===== config.mk =====
export PLATFORM = sky130hd
export DESIGN_NAME = reg_bus_reader
export DESIGN_NICKNAME = d
export VERILOG_FILES = /design/src/rtl/reg_bus_reader.sv
export SDC_FILE = /design/constraint.sdc
export NUM_CORES = 1
export LEC_CHECK = 0
export ABC_AREA = 1
export CAP_MARGIN = 5
export CORE_ASPECT_RATIO = 1.75
export CORE_UTILIZATION = 39
export CTS_CLUSTER_DIAMETER = 100
export DETAILED_ROUTE_END_ITERATION = 7
export HOLD_SLACK_MARGIN = 0.03
export MAX_ROUTING_LAYER = met4
export PLACE_DENSITY = 0.87
export SLEW_MARGIN = 20
export SYNTH_ARGS = -nofsm -noshare
export SYNTH_HDL_FRONTEND = slang
export SYNTH_SLANG_ARGS = --single-unit

===== constraint.sdc =====
create_clock -name clk -period 1.48 [get_ports clk]
set_input_delay 0.148 -clock clk [delete_from_list [all_inputs] [get_ports clk]]
set_output_delay 0.148 -clock clk [all_outputs]
set_load 0.005 [all_outputs]

===== src/rtl/reg_bus_reader.sv =====
// Register-bank read port: snapshots reg_values[rd_sel] and drives it on the shared bus for HOLD_CYCLES.
// Latency: ack 1 cycle after request, bus_oe 2 cycles after; requests arriving while busy are dropped, not queued.
module reg_bus_reader #(
   parameter int WIDTH       = 8,
   parameter int NUM_REGS    = 4,
   parameter int SEL_W       = 2,
   parameter int HOLD_CYCLES = 2
) (
   input  logic                      clk,
   input  logic                      rst,
   input  logic [NUM_REGS*WIDTH-1:0] reg_values,
   input  logic                      rd_req,
   input  logic [SEL_W-1:0]          rd_sel,
   output logic                      rd_ack,
   output logic                      rd_err,
   output logic                      busy,
   output logic                      bus_oe,
   output logic [WIDTH-1:0]          bus_data
);

   localparam int CNT_W = $clog2(HOLD_CYCLES + 1);
   localparam logic [CNT_W-1:0] CNT_LOAD = CNT_W'(HOLD_CYCLES - 1);
   // One extra bit so NUM_REGS == 2**SEL_W is still representable.
   localparam logic [SEL_W:0] NREGS = (SEL_W + 1)'(NUM_REGS);

   typedef enum logic [1:0] {
      IDLE    = 2'd0,
      CAPTURE = 2'd1,
      DRIVE   = 2'd2
   } state_t;

   state_t           state;
   logic [SEL_W-1:0] sel_q;
   logic [CNT_W-1:0] cnt;
   logic             sel_ok;

   assign sel_ok = ({1'b0, rd_sel} < NREGS);

   always_ff @(posedge clk or negedge rst) begin
      if (!rst) begin
         state    <= IDLE;
         sel_q    <= '0;
         cnt      <= '0;
         rd_ack   <= 1'b0;
         rd_err   <= 1'b0;
         busy     <= 1'b0;
         bus_oe   <= 1'b0;
         bus_data <= '0;
      end else begin
         rd_ack <= 1'b0;
         rd_err <= 1'b0;
         case (state)
            IDLE: begin
               if (rd_req) begin
                  if (sel_ok) begin
                     sel_q  <= rd_sel;
                     rd_ack <= 1'b1;
                     busy   <= 1'b1;
                     state  <= CAPTURE;
                  end else begin
                     rd_err <= 1'b1;
                  end
               end
            end
            CAPTURE: begin
               // Value is frozen here; later register updates do not reach the bus.
               bus_data <= reg_values[sel_q*WIDTH +: WIDTH];
               bus_oe   <= 1'b1;
               cnt      <= CNT_LOAD;
               state    <= DRIVE;
            end
            DRIVE: begin
               if (cnt == '0) begin
                  bus_oe   <= 1'b0;
                  bus_data <= '0;
                  busy     <= 1'b0;
                  state    <= IDLE;
               end else begin
                  cnt <= cnt - 1'b1;
               end
            end
            default: begin
               bus_oe   <= 1'b0;
               bus_data <= '0;
               busy     <= 1'b0;
               state    <= IDLE;
            end
         endcase
      end
   end

endmodule


Word level (Yosys, flattened, before mapping) --
Cells that the tools add are included.
Word-level totals: register bits after elaboration 17, bits in latches 0, bits in writable memories 0, memory bits (read-only) 0, input bits 37, output and inout bits 12, memories kept 0
Operators by class: add/sub/neg operators 1, multiply operators 0, div/mod/pow operators 0, magnitude comparators 0, eq/ne operators 5, shift-type cells 1, multiplexer cells 13, bitwise logic cells 2, reduce and logical (&&, ||, !) cells 8
Operators by type and width (count):
- 32-bit by 6-bit variable part select with 8-bit output | 1
- 8-bit case mux with 3 select lines | 1
- 8-bit two-way mux | 1
- 2-bit AND reduction | 4
- 2-bit two-way mux | 3
- 2-bit != test (second input constant) | 3
- 1-bit case mux with 3 select lines | 2
- 2-bit case mux with 3 select lines | 1
- 2-bit logical NOT | 2
- 1-bit two-way mux | 4
- 2-bit case mux with 2 select lines | 1
- 3-bit AND reduction | 1
- 2-bit by 1-bit == test with 1-bit output (second input constant) | 1
- 2-bit == test (second input constant) | 1
- 1-bit inverter | 2
- 2-bit nonzero test | 1
- 2-bit by 1-bit subtractor with 2-bit output (second input constant) | 1

Depth between registers and ports, before layout --
word-level depth 3, depth in mapped cells 7, depth with buffers taken out 6

Least setup slack after synthesis --
Ideal clock, no wire load.
kind register -> register, start point register cnt[0], end point register cnt[1], setup time 126 ps, data arrival time 929 ps, slack 425 ps, cell stages (with the launch flop) 6, path through dfrtp_1 inv_1 ha_1 nand3b_1 nand3_1 o21ai_0
Between the ends: longest elaborated chain between the ends 3, elaborated cells on any way between the ends 6
Ends and longest elaborated chain:
- start: declaration | RTL line 34 | logic [CNT_W-1:0] cnt;
- start signal: assignment | RTL line 79 | cnt <= cnt - 1'b1;
- 2-bit by 1-bit subtractor with 2-bit output / 2-bit logical NOT (equally long branches) | RTL line 79, 73
- 2-bit two-way mux / 2-bit != test (equally long branches)
- 2-bit case mux with 2 select lines / 2-bit AND reduction (equally long branches)
Parallel ways exist; a longest one is shown, timed or not. The select of a mux whose other input is x is not followed. A chain may end at the register's enable or synchronous reset.

Final worst setup path --
start point register cnt[0], end point register bus_data[3]
Between the ends: longest elaborated chain between the ends 3
Ends and longest elaborated chain:
- 2-bit logical NOT | RTL line 73 | if (cnt == '0) begin
- 2-bit != test (no source line)
- 2-bit AND reduction (no source line)
- end signal: assignment | RTL line 67 | bus_data <= reg_values[sel_q*WIDTH +: WIDTH];
- end: declaration | RTL line 18 | output logic [WIDTH-1:0] bus_data
No other way between the ends.

==> summary.md <==
| Metric | Value |
|---|---|
| Most used cell, CP | `nand2_1` |
| CTS Buf Count | `3` |
| Sink Count | `17` |
| Full die area | `2720 um2` |
| RSZ-0062 raised after global routing | `false` |
| Pwr per Cell Area | `1610 nW/um2` |
| Routability cong. | `0.812` |
| Leading area contributor after synthesis | `dfrtp_1` |
| Tcrit/Tclk final | `0.872` |
| Layout area overhead | `51.1%` |
| Final setup viols | `0` |
| GR Overflow Total | `0` |
| Clock root cell | `clkbuf_8` |
| Largest net degree at the start of global routing | `18` |
| Final net count | `214` |
| Top cells by area, synth | `dfrtp_1 (43%), nand2_1 (20%), nand3_1 (13%), nand2_2 (5.1%), buf_6 (3.4%)` |
| Post-CTS Setup Inserts | `0` |
| Worst-path clk slew | `60 ps` |
| WP data arrival | `1490 ps` |
| FF/Latch Area | `425 um2` |
| Fmax | `775 MHz` |
| Status | `complete, no violations` |
| Post-CTS Resized | `0` |
| Sequential cell area fraction in the yosys report | `0.434` |
| Post-route setup TNS | `0 ps` |
| Clock Tree Buf Depth | `2` |
| Hold buffer count at cts | `0` |
| Area of the multi-input gates | `443 um2` |
| Layout cells sized above 1 | `0.109` |
| Filler cell count | `210` |
| I/O pins | `49` |
| Drt wl/cell | `13.4 um` |
| Ys Warns | `0` |
| Antenna violations before repair | `0` |
| Mapped Nets | `165` |
| WS Path Type | `reg -> reg` |
| Via density | `5.04` |
| Total core area | `2330 um2` |
| Global-route wire length before repair | `4310 um` |
| Final Max Tran Viols | `0` |
| Peak supply drop | `938 uV` |
| Ant. Diodes | `0` |
| Worst Setup Start Kind | `flop` |
| Synth top area share | `0.434` |
| Most common cell after layout, fill and taps aside | `nand2_1` |
| CP Capture Type | `flop` |
| Seq cells post-synth | `17` |
| Die height | `68.3 um` |
| Gate count of the mapped netlist | `127` |
| Worst-Skew Late Latency | `260 ps` |
| Commonest non-fill, non-tap cells in the layout | `nand2_1 (52), clkdlybuf4s50_1 (47), nand3_1 (25)` |
| Leakage Power | `0.000718 uW` |
| Total power | `2390 uW` |
| Crit path max fanout | `9` |
| Min-Delay Path Class | `in -> async` |
| CP Cell Sequence | `inv_1, ha_1, a21oi_2, nand2_1, nand2_1` |
| HPWL Detailed | `2070 um` |
| ANT nets after route | `0` |
| CP bufs+invs | `1` |
| Row cnt | `23` |
| Min Clock Period, post-route | `1290 ps` |
| Synth unique cells | `19` |
| GRT Resource Usage Total | `0.242` |
| Vias in the first global route | `1,004` |
| Drt pass-1 iters | `4` |
| Mapped Area | `980 um2` |
| Cell family with most CP delay | `compound AO/OA/AOI/OAI gates` |
| Post-Route WL | `2680 um` |
| Layout Utilization | `0.635` |
| CTS tree | `built` |
| DRT iter0 DRCs | `15` |
| Synthesized area per cell | `7.71 um2` |
| CP required | `1680 ps` |
| Final Hold Viols | `0` |
| Die X | `39.9 um` |
| H-tree levels | `1` |
| DR vias | `1,007` |
| Largest stage delay on the critical path | `380 ps` |
| PortBufs | `47` |
| CP max stage cell | `a21oi_2` |
| Clock skew | `3.41 ps` |
| Max cap viols | `0` |
| Initial core utilization | `0.420` |
| DRC Markers | `0` |
logic make-up (layout without fill, tap and decap cells):
group                      count (synthesis)  after routing  share of synthesized area
and+or+nand+nor                           89             89                      0.411
DFF                                       17             17                      0.434
buffers and inverters                     15             63                      0.114
AOI/OAI and AO/OA                          4              4                     0.0243
adders and majority gates                  1              1                     0.0128
other                                      1              1                    0.00383
Yosys cell counts:
cell type and n:
a21oi_2 1, buf_12 1, buf_4 1, buf_6 3
clkinv_4 1, conb_1 1, dfrtp_1 17, ha_1 1
inv_1 7, inv_2 1, inv_8 1, nand2_1 52
nand2_2 8, nand2_4 1, nand3_1 25, nand3_2 1
nand3b_1 1, nor2_1 1, o21ai_0 3
metal layers:
| layer | part of all wire | up-vias | wire [um] | track usage |
|---|---|---|---|---|
| met4 | 0.037 | 0 | 100 | 0.151 |
| met1 | 0.37 | 451 | 1000 | 0.270 |
| li1 | - | 494 | - | - |
| met3 | 0.052 | 13 | 139 | 0.0487 |
| met5 | 0 | - | 0 | - |
| met2 | 0.54 | 49 | 1440 | 0.377 |
worst reg2reg max path, delay by kind of cell, from the launching register on:
kind                       cells  cell delay (ps)
buffers and inverters          1               70
and+or+nand+nor                2              210
DFF                            1              350
adders and majority gates      1              230
AOI/OAI and AO/OA              1              380
stage by stage:
step           setup slack (ps)  instances  hold slack [ps]  cell area [um2]
6_report                    189        200              200             1480
5_1_grt                    65.0        200              223             1480
4_1_cts                     190        200              203             1480
3_5_place_dp                214        196              469             1440
3_3_place_gp                325        196              461             1440
2_1_floorplan               425        127             -148              980
final timing paths:
kind | startpoint | end | slack, ps | depth (start not counted)
max in group asynchronous | rst | bus_data[2] | 1100 | 2
min | rst | cnt[0] | 200 | 2
max | cnt[0] | bus_data[3] | 190 | 5
min reg2reg | bus_oe | bus_oe | 480 | 2
max reg2reg | cnt[0] | bus_data[3] | 190 | 5
min in group clk | rd_sel[0] | sel_q[0] | 480 | 3
state kept, by name (all words and copies together), names as in the netlist:
register	cells
state	2
bus_data	8
busy	1
bus_oe	1
rd_ack	1
sel_q	2
cnt	2
layout make-up:
class | count | area share
tap | 25 | 0.0211
multi-input combinational | 95 | 0.299
timing repair buffer | 49 | 0.328
sequential | 17 | 0.287
clock buffer | 4 | 0.0304
inverter | 10 | 0.0338
where the power goes:
part           switching [uW]  internal, uW  leakage (uW)
clock                     156           192     0.0000228
combinational             615           571      0.000479
sequential                198           655      0.000216
Note: power is estimated with default switching activity, not from simulation.
==> patch 1 (config.mk and constraints unchanged) <==
The 3 states of `state_t` get a one-hot encoding in 3 bits.
--- a/src/rtl/reg_bus_reader.sv
+++ b/src/rtl/reg_bus_reader.sv
@@ -25,6 +25,6 @@
 
-   typedef enum logic [1:0] {
-      IDLE    = 2'd0,
-      CAPTURE = 2'd1,
-      DRIVE   = 2'd2
+   typedef enum logic [2:0] {
+      IDLE    = 3'b001,
+      CAPTURE = 3'b010,
+      DRIVE   = 3'b100
    } state_t;
Formal check against the unedited RTL: same outputs for any inputs over 10 cycles, from zero or initial values and one cycle with rst low; not proved beyond that.
==> patch 1 against the unedited design <==
Hold slack improved by 0.020 ns. Sequential cell count is 1 higher. Power grew 12%. Setup slack better by 0.010 ns. Count of clock-buffer cells in the layout did not move. Sequential share of layout area fell by 0.52 points. Final area up 8.1%. Clock skew is 0.00097 ns lower. Routed wire length down 5.9%. Clock power increased by 15%. Synthesized area is 8.3% higher.
==> patch 1: results <==
[status]
outcome = "completed"

[worst_setup_path]
startpoint = "bus_data[7]$_DFFE_PN0P_"
setup.worst_path.end = "bus_data[7]"
r2r_end = "sel_q[1]$_DFFE_PN0P_"
reg2reg_from = "state[0]$_DFFE_PN1P_"
crit_path_top_delay_cell = "clkdlybuf4s50_1"
crit_arrival_ns = 1.13
ff2ff_path_depth = 6
cp_top_family = "buffers and inverters"
slowest_delay_ns = 0.51
reg2reg_slack_ns = 0.30
crit_fanout = 2

[synth]
ys_types = 24
synth_fp_nets = 172
synth-xor-area-share = 0
synthTopCellsByCount = "nand2_1, nand3_1, dfrtp_1, inv_1, buf_4"
ys_seq_area_frac = 0.4257
synth.avg_cell_area_sq_um = 7.918
yosys-top-cells-area = "dfrtp_1, nand2_1, nand3_1, nand3_4, nand2_4"
synth_fa_ha_area_frac = 0.01179
synth_compound_area_frac = 0.03302
ys.flop_type = "dfrtp_1"

[placement]
finalWeightedCongestion = 0.8387
dp_hpwl_mm = 2.070
dp.cells = 205

[route]
routed_wl_mm = 2.519
drtIter0Drc = 19
num_vias = 1044

[global_route]
grt_util_all_layers = 0.1962
grt_max_degree = 19
first_global_vias = 1056
grt_pass1_wl_mm = 4.381

[cts]
cts.clk_slew.worst_paths_ns = 0.07
cts_htree_levels = 1
post_cts_buffers = 0
cts-root-buf = "clkbuf_8"

[sta]
skew_ns = 0.002438

[cells_and_area]
top_regs = "bus_data: 8 flops, state: 3 flops"
drive_gt1_frac = 0.1475
nNetsFinal = 222
fin_cells = 209

[power_and_ir_drop]
p_leak_nw = 0.7617
peakVddDrop_v = 0.0007915
==> patch 1: how the worst min path moves through the flow <==
stage,startpoint,end,slack (ns),depth (start not counted)
6_report,rst,rd_ack$_DFF_PN0_,0.22,2
5_1_grt,rst,rd_ack$_DFF_PN0_,0.25,2
4_1_cts,rst,rd_ack$_DFF_PN0_,0.23,2
3_5_place_dp,busy$_DFFE_PN0P_,busy$_DFFE_PN0P_,0.46,2
3_3_place_gp,bus_oe$_DFFE_PN0P_,bus_oe$_DFFE_PN0P_,0.46,2
2_1_floorplan,rst,bus_data[0]$_DFFE_PN0P_,-0.15,0
==> patch 1: power by group <==
part           switching (mW)  internal (mW)
clock network           0.163          0.237
logic                   0.766          0.637
registers               0.165          0.696
==> patch 1: metal layers <==
metal / share of wire / wire (um) / vias up / global-route usage
met4: 0.021 / 53 / 0 / 0.09319
met2: 0.59 / 1474 / 34 / 0.3646
li1: - / - / 522 / -
met1: 0.35 / 892 / 483 / 0.1958
met5: 0 / 0 / - / -
met3: 0.039 / 98 / 5 / 0.02296
==> patch 1: per-stage QoR <==
stage	instance area, sq um	hold slack, ns	setup slack (ns)
6_report	1600	0.2197	0.1992
5_1_grt	1600	0.2500	0.1570
4_1_cts	1600	0.2253	0.1935
3_5_place_dp	1545	0.4627	0.3025
3_3_place_gp	1545	0.4568	0.3498
2_1_floorplan	1061	-0.1476	0.4010
==> patch 1: layout make-up <==
type                    instances  area (sq um)
flip-flops and latches         18         451.7
clock buffers                   4         55.05
fillers                       230         922.1
multi-input cells             100         523.0
repair buffers                 50         493.0
inverters                      11         45.04
well taps                      26         32.53
==> patch 1: worst register-to-register path, cell delays in order, from the launching register on <==
cell and delay, ns:
dfstp_2 0.56, inv_2 0.06, nor2_4 0.11, nand2_4 0.10, nor2_8 0.14, nand2_2 0.07
o21ai_2 0.06
==> patch 2 (same settings) <==
Without the edit above. Change the parameter `HOLD_CYCLES` from 2 to 1.
--- a/src/rtl/reg_bus_reader.sv
+++ b/src/rtl/reg_bus_reader.sv
@@ -6,3 +6,3 @@
    parameter int SEL_W       = 2,
-   parameter int HOLD_CYCLES = 2
+   parameter int HOLD_CYCLES = 1
 ) (
Function: changed (a bounded check fails within 4 cycles, from zero or initial values and one cycle with rst low).
==> patch 2 against the unedited design <==
Setup slack worse by 0.016 ns. Synthesized area fell by 15%. Via count down 9.8%. Final cell count down 10%. Non-clock buffer count did not move. Maximum frequency shrank 1.2%. Critical path depth is 4 lower. Routed wire length decreased by 18%. Sequential cell count down 2. Clock skew rose by 0.00085 ns. Final area fell by 10%. Power fell by 37%.
==> patch 2: results <==
[worst_setup_path]
startpoint = "bus_data[0]$_DFFE_PN0P_"
crit_arrival_ns = 1.16
reg2reg_from = "sel_q[0]$_DFFE_PN0P_"
slowest_delay_ns = 0.51
setup.worst_path.end = "bus_data[0]"
r2r_end = "bus_data[6]$_DFFE_PN0P_"
crit_path_top_delay_cell = "clkdlybuf4s50_1"
reg2reg_slack_ns = 0.29

[status]
outcome = "completed"

[synth]
ys_types = 16
yosys-top-cells-area = "dfrtp_1, nand2_1, nand3_1, buf_6, nor2_4"
ys_seq_area_frac = 0.4491
synth_fa_ha_area_frac = 0
synthTopCellsByCount = "nand2_1, nand3_1, dfrtp_1, inv_1, buf_6"
synth_compound_area_frac = 0.03293

[cells_and_area]
drive_gt1_frac = 0.09554
nNetsFinal = 195

[route]
routed_wl_mm = 2.184
drtIter0Drc = 24

[placement]
finalWeightedCongestion = 0.8179

[global_route]
first_global_vias = 928
grt_util_all_layers = 0.2305
grt_pass1_wl_mm = 3.850

[cts]
cts-root-buf = "clkbuf_4"
cts.clk_slew.worst_paths_ns = 0.08

[power_and_ir_drop]
peakVddDrop_v = 0.0005751
p_leak_nw = 0.6297
-- patch 2: cell types whose count changed in the layout (fill, tap and decap cells not counted), sizes merged --
cell | before | now
nand2 | 61 | 51
inv | 9 | 7
nand3b | 1 | 0
nand3 | 26 | 24
dfrtp | 17 | 15
nor2 | 1 | 2
ha | 1 | 0
clkinv | 1 | 0
-- patch 2: kinds of logic (layout without fill, tap and decap cells) --
group / count (synthesis) / count (layout)
other cells: 1 / 1
compound gates: 4 / 4
flops: 15 / 15
buf+inv: 12 / 60
simple gates: 77 / 77
-- patch 2: worst min-delay path by stage --
stage                            start                 endpoint  slack, ns  cells past startpoint
4_1_cts                            rst     sel_q[0]$_DFFE_PN0P_       0.18                      2
2_1_floorplan                      rst  bus_data[0]$_DFFE_PN0P_      -0.15                      0
5_1_grt                            rst     sel_q[0]$_DFFE_PN0P_       0.18                      2
3_5_place_dp                       rst         rd_ack$_DFF_PN0_       0.47                      2
6_report                           rst     sel_q[0]$_DFFE_PN0P_       0.17                      2
3_3_place_gp   bus_data[1]$_DFFE_PN0P_  bus_data[1]$_DFFE_PN0P_       0.46                      2
-- patch 2: cell type report --
cell class / count / area (sq um)
clock buffer: 4 / 26.28
fill: 167 / 640.6
inverter: 7 / 36.28
multi-input combinational: 82 / 377.9
sequential: 15 / 375.4
tap: 23 / 28.78
timing repair buffer: 49 / 485.5
-- patch 2: through the flow --
step	power, mW	utilization	instances	hold WS (ns)	worst slack [ns]
after floorplan	0.9475	-	109	-0.1476	0.5080
after global placement	1.241	0.6616	176	0.4629	0.3830
after detailed placement	1.277	0.6616	176	0.4748	0.3354
after CTS	1.505	0.6749	180	0.1768	0.1585
after global routing	1.611	0.6749	180	0.1756	0.1204
final	1.492	0.6749	180	0.1748	0.1735
-- patch 2: where the power goes --
group          total (mW)  internal, mW  switching [mW]
Sequential          0.627         0.517           0.110
Combinational       0.639         0.358           0.281
Clock               0.225         0.105           0.120
-- patch 2: metal layers --
layer | global-route usage | routed length (um) | vias to the layer above
met4 | 0.1296 | 21 | 0
met2 | 0.3795 | 1265 | 47
met5 | - | 0 | -
met1 | 0.2523 | 778 | 418
met3 | 0.03873 | 119 | 2
li1 | - | - | 441
